File: src/rtl/wb_arb_pkg.sv
// Shared widths and stall-counter constants for the writeback arbiter.
// The stall counters are built only when WB_ARB_STATS_EN is defined.
package wb_arb_pkg;

    localparam int unsigned DEF_DW  = 32;
    localparam int unsigned DEF_AW  = 5;
    localparam int unsigned DEF_TW  = 4;
    localparam int unsigned STALL_W = 16;

    typedef logic [STALL_W-1:0] stall_cnt_t;

    localparam stall_cnt_t STALL_SAT = 16'hFFFF;

    function automatic stall_cnt_t sat_inc(input stall_cnt_t v);
        return (v == STALL_SAT) ? v : v + 1'b1;
    endfunction

endpackage

File: src/rtl/rr_pick2.sv
// Combinational two-winner round-robin picker.
// Grant B must not share grant A's destination address.
module rr_pick2
    import wb_arb_pkg::*;
#(
    parameter int unsigned NREQ = 4,
    parameter int unsigned AW   = DEF_AW,
    parameter int unsigned PW   = $clog2(NREQ)
) (
    input  logic [NREQ-1:0]    valid_i,
    input  logic [NREQ*AW-1:0] addr_i,
    input  logic [PW-1:0]      ptr_i,
    output logic [NREQ-1:0]    gnt_a_o,
    output logic [NREQ-1:0]    gnt_b_o,
    output logic               found_a_o,
    output logic               found_b_o,
    output logic [PW-1:0]      ptr_o
);

    logic [AW-1:0] addr_a;
    logic [PW-1:0] idx;
    logic [PW-1:0] last_idx;

    always_comb begin
        gnt_a_o   = '0;
        gnt_b_o   = '0;
        found_a_o = 1'b0;
        found_b_o = 1'b0;
        addr_a    = '0;
        idx       = '0;
        last_idx  = ptr_i;
        for (int unsigned k = 0; k < NREQ; k++) begin
            idx = PW'((32'(ptr_i) + k) % NREQ);
            if (valid_i[idx]) begin
                if (!found_a_o) begin
                    found_a_o    = 1'b1;
                    gnt_a_o[idx] = 1'b1;
                    addr_a       = addr_i[idx*AW +: AW];
                    last_idx     = idx;
                end else if (!found_b_o && (addr_i[idx*AW +: AW] != addr_a)) begin
                    // Same-address requesters are skipped, not blocking the scan.
                    found_b_o    = 1'b1;
                    gnt_b_o[idx] = 1'b1;
                    last_idx     = idx;
                end
            end
        end
        ptr_o = found_a_o ? PW'((32'(last_idx) + 1) % NREQ) : ptr_i;
    end

endmodule

File: src/rtl/wb_arbiter.sv
// Round-robin arbiter sharing two register-file writeback ports among NREQ producers.
// Optional per-requester stall counters are enabled by WB_ARB_STATS_EN.
module wb_arbiter
    import wb_arb_pkg::*;
#(
    parameter int unsigned NREQ = 4,
    parameter int unsigned DW   = DEF_DW,
    parameter int unsigned AW   = DEF_AW,
    parameter int unsigned TW   = DEF_TW
) (
    input  logic               CLK,
    input  logic               reset,
    input  logic               flush,
    input  logic [NREQ-1:0]    req_valid,
    output logic [NREQ-1:0]    req_ready,
    input  logic [NREQ*AW-1:0] req_addr,
    input  logic [NREQ*DW-1:0] req_data,
    input  logic [NREQ*TW-1:0] req_tag,
    output logic               WE1,
    output logic [AW-1:0]      WA1,
    output logic [DW-1:0]      WD1,
    output logic [TW-1:0]      WT1,
    output logic               WE2,
    output logic [AW-1:0]      WA2,
    output logic [DW-1:0]      WD2,
    output logic [TW-1:0]      WT2
`ifdef WB_ARB_STATS_EN
    ,
    output logic [NREQ*STALL_W-1:0] stall_cnt
`endif
);

    localparam int unsigned PW = $clog2(NREQ);

    logic [PW-1:0]   ptr_q;
    logic [PW-1:0]   ptr_d;
    logic [NREQ-1:0] gnt_a;
    logic [NREQ-1:0] gnt_b;
    logic            found_a;
    logic            found_b;
    logic [AW-1:0]   a_addr, b_addr;
    logic [DW-1:0]   a_data, b_data;
    logic [TW-1:0]   a_tag, b_tag;

    rr_pick2 #(
        .NREQ (NREQ),
        .AW   (AW),
        .PW   (PW)
    ) u_pick (
        .valid_i   (req_valid),
        .addr_i    (req_addr),
        .ptr_i     (ptr_q),
        .gnt_a_o   (gnt_a),
        .gnt_b_o   (gnt_b),
        .found_a_o (found_a),
        .found_b_o (found_b),
        .ptr_o     (ptr_d)
    );

    assign req_ready = (reset || flush) ? '0 : (gnt_a | gnt_b);

    // One-hot grants select the winning payloads by OR-reduction.
    always_comb begin
        a_addr = '0;
        a_data = '0;
        a_tag  = '0;
        b_addr = '0;
        b_data = '0;
        b_tag  = '0;
        for (int unsigned i = 0; i < NREQ; i++) begin
            if (gnt_a[i]) begin
                a_addr = a_addr | req_addr[i*AW +: AW];
                a_data = a_data | req_data[i*DW +: DW];
                a_tag  = a_tag  | req_tag[i*TW +: TW];
            end
            if (gnt_b[i]) begin
                b_addr = b_addr | req_addr[i*AW +: AW];
                b_data = b_data | req_data[i*DW +: DW];
                b_tag  = b_tag  | req_tag[i*TW +: TW];
            end
        end
    end

    always_ff @(posedge CLK) begin
        if (reset) begin
            ptr_q <= '0;
            WE1   <= 1'b0;
            WA1   <= '0;
            WD1   <= '0;
            WT1   <= '0;
            WE2   <= 1'b0;
            WA2   <= '0;
            WD2   <= '0;
            WT2   <= '0;
        end else if (flush) begin
            ptr_q <= '0;
            WE1   <= 1'b0;
            WE2   <= 1'b0;
        end else begin
            ptr_q <= ptr_d;
            WE1   <= found_a;
            WE2   <= found_b;
            if (found_a) begin
                WA1 <= a_addr;
                WD1 <= a_data;
                WT1 <= a_tag;
            end
            if (found_b) begin
                WA2 <= b_addr;
                WD2 <= b_data;
                WT2 <= b_tag;
            end
        end
    end

`ifdef WB_ARB_STATS_EN
    stall_cnt_t stall_q [NREQ];

    for (genvar g = 0; g < NREQ; g++) begin : g_stats
        always_ff @(posedge CLK) begin
            if (reset) begin
                stall_q[g] <= '0;
            end else if (req_valid[g] && !req_ready[g]) begin
                stall_q[g] <= sat_inc(stall_q[g]);
            end
        end
        assign stall_cnt[g*STALL_W +: STALL_W] = stall_q[g];
    end
`endif

endmodule

File: config.mk
export PLATFORM = sky130hd
export DESIGN_NAME = wb_arbiter
export DESIGN_NICKNAME = d
export VERILOG_FILES = /design/src/rtl/wb_arb_pkg.sv /design/src/rtl/rr_pick2.sv /design/src/rtl/wb_arbiter.sv
export SDC_FILE = /design/constraint.sdc
export NUM_CORES = 1
export LEC_CHECK = 0
export CAP_MARGIN = 20
export CORE_AREA = 4 4 107 211
export DETAILED_ROUTE_END_ITERATION = 16
export DIE_AREA = 0 0 111 215
export GPL_TIMING_DRIVEN = 1
export HOLD_SLACK_MARGIN = 0.1
export PLACE_DENSITY_LB_ADDON = 0.05
export SYNTH_ARGS = -nofsm -noshare
export SYNTH_HDL_FRONTEND = slang
export SYNTH_HIERARCHICAL = 1
export SYNTH_SLANG_ARGS = --single-unit
File: constraint.sdc
create_clock -name CLK -period 17.78 [get_ports CLK]
set_input_delay 5.334 -clock CLK [delete_from_list [all_inputs] [get_ports CLK]]
set_output_delay 5.334 -clock CLK [all_outputs]
set_load 0.05 [all_outputs]
==> flow_summary.ini <==
[floorplan]
coreArea_sq_um = 20900
start_util = 0.318
die_y_um = 215
die_w_um = 111
fp.dieArea_sq_um = 23900
rows = 75
num_io_pins = 259

[synth]
async_flop_share = 0
ys_warn_count = 6
syn_nets = 867
synth.largest_area_cell = dfxtp_1
synth-main-ff-cell = dfxtp_1
synthTopCellsByArea = dfxtp_1 26%, a22oi_1 19%, a311oi_2 14%, mux4_2 8.1%, nor2_1 5.5%
synthDistinctLibCells = 62
ys_seq_area_frac = 0.259
synth_enable_flop_cells = 0
synth_area_per_cell_sq_um = 9.62
syn-cell-area_sq_um = 6650
netlist.area_leader.share = 0.259
synthCells = 692
ys_ff_latch = 86

[timing]
clock_skew_ps = 6.03
hold_viol = 0
setup_viol = 0
fin_ws_ps = 3180
period_share = 0.821
worst_pin_slew_ps = 1130
rsz0062_at_grt = no
slew_viol_final = 0
max_slew_margin = 0.248
min_period_ps = 14600
setup_tns_ps = 0
hold_slack_ps = 500
clock.fmax_ghz = 0.0685

[worst_setup_path]
cp_data_arrival_time_ps = 9260
end_kind = primary output
worstPathRequired_ps = 12450
max_stage_delay_ps = 820
worstPathCellList = clkdlybuf4s50_1 > mux4_2 > nor2b_1 > nand4_1 > o311a_1 > o31ai_4 > a21boi_2 > nor2_1 > a22o_2 > o21a_1 > clkdlybuf4s50_1
critPathKind = input pin to primary output
rr_worst_depth = 14
r2r-end = WA2[0]$_SDFFE_PP0P_
cp_top_family = buffers and inverters
critPathMaxFanout = 28
crit_buf_inv = 2
r2r-start = ptr_q[0]$_SDFF_PN0_
critPathMostFrequentCell = clkdlybuf4s50_1
reg2reg_slack_ps = 12160
slowest_stage = clkdlybuf4s50_1
start_kind = input pin

[hold_path]
min_path_cells = 2
hold_path_end = WT1[2]$_SDFFE_PP0P_
hold_class = flop to flop
min-delay-start = WT1[2]$_SDFFE_PP0P_

[clock_tree]
ctsHoldBuffers = 0
cts_root_buf = clkbuf_16
clk_pin_slew_worst_paths_ps = 70
clk_latency_ps = 360
cts.sinks = 86
cts_resized = 0
htreeDepth = 3
clockBufferDepth = 2
tritoncts = yes
cts_made_buffers = 9
postCtsSetupBuffers = 0

[drt]
drt_pass1_iterations = 5
drt-total-wl_mm = 30.7
via_count = 7314
drc = 0
drtIter0Drc = 582
wire_per_inst_um = 26.1
post_drt_via_cell_ratio = 6.20
drtAntennaViolNets = 0

[power]
leakagePower_uw = 0.00303
p_per_area_nw_per_um2 = 164
vdd_drop_max_mv = 0.200

[outcome]
status = complete, no violations

[global_route]
grt_use_total = 0.249
grt_antenna_before_repair = 10
grt_max_degree = 84
grt_pass1_vias = 7588
grt_overflow = 0
grt_first_pass_wirelength_mm = 46.0

[finish]
drive_above_1_share = 0.147
fill_cells = 2016
syn2layout_area_growth_pct = 42.8
final_cell_mix = 257 x clkdlybuf4s50_1, 169 x a22oi_1, 98 x nor2_1, 86 x dfxtp_1, 60 x a311oi_2
nets = 1069
final_common_cell = clkdlybuf4s50_1

[placement]
portBuffers = 258
gp_congestion = 0.929
dp_hpwl_mm = 20.4
pre_cts_ws_ps = 3240

[job]
cap_violations = 0
area by class of cell:
| type | count | area [sq um] | share of cell area |
|---|---|---|---|
| clock inverter | 4 | 47.5 | 0.00500 |
| clock buffer | 12 | 236 | 0.0249 |
| timing repair buffer | 271 | 2680 | 0.282 |
| antenna | 11 | 27.5 | 0.00290 |
| sequential | 86 | 1720 | 0.181 |
| multi-input combinational | 519 | 4430 | 0.466 |
| tap | 269 | 337 | 0.0354 |
| inverter | 7 | 26.3 | 0.00277 |
registers in the layout, summed over array words and instances (netlist names):
name   count
WD1       32
WA1        5
ptr_q      2
WE1        1
WT2        4
WD2       32
WE2        1
WA2        5
WT1        4
worst min-delay path: cells and delay by family, from the launching register on:
| family | cells | cell delay (ps) |
|---|---|---|
| flops | 1 | 310 |
| simple gates | 1 | 90 |
| compound gates | 1 | 50 |
cells in the mapped netlist (6+ instances only):
cell type  count
nand2b_1      21
buf_6         11
nand4_1        6
o21ai_0        6
a22oi_1      169
nor2_1        98
dfxtp_1       86
nand2_1        9
buf_2         53
a22o_1         8
xnor2_1       14
buf_4          9
mux4_2        24
a311oi_1      22
nor3_1         6
a311oi_2      60
inv_1          7
cell families (layout without fill, tap and decap cells):
group | count (synthesis) | after routing | share of synthesized area
buf+inv | 87 | 294 | 0.0790
compound gates | 301 | 301 | 0.417
fa+ha+maj | 4 | 4 | 0.00752
xor+xnor | 19 | 19 | 0.0250
flops | 86 | 86 | 0.259
mux | 29 | 29 | 0.0927
other cells | 0 | 11 | 0
simple gates | 166 | 166 | 0.120
per-stage QoR:
step	instances	cell area (sq um)	total power, uW	utilization
3_5_place_dp	1152	9190	1360	0.439
6_report	1179	9500	1550	0.454
3_3_place_gp	1152	9190	1350	0.439
4_1_cts	1168	9470	1560	0.453
5_1_grt	1179	9500	1630	0.454
2_1_floorplan	692	6650	1040	-
how the worst max path moves through the flow:
stage	startpoint	endpoint	slack, ps	cells past startpoint
after detailed placement	req_valid[3]	req_ready[2]	3240	11
after global placement	req_valid[3]	req_ready[2]	3320	11
after floorplan	req_addr[11]	req_ready[1]	4490	11
final	req_valid[3]	req_ready[2]	3180	11
after CTS	req_valid[3]	req_ready[2]	3250	11
after global routing	req_valid[3]	req_ready[0]	3030	11
metal layers:
metal | vias up | wire length, um | track usage
li1 | 3223 | - | -
met1 | 3662 | 10700 | 0.264
met2 | 356 | 16700 | 0.454
met3 | 73 | 1800 | 0.0433
met4 | 0 | 1530 | 0.147
met5 | - | 0 | 0
report_power, final:
part | total (uW) | internal, uW | leakage (uW) | switching (uW)
clock network | 196 | 109 | 0.000137 | 87.2
logic | 1070 | 373 | 0.00218 | 693
registers | 292 | 257 | 0.000712 | 35.2
total | 1550 | 739 | 0.00303 | 815
Power figures use the tool's default switching activity.
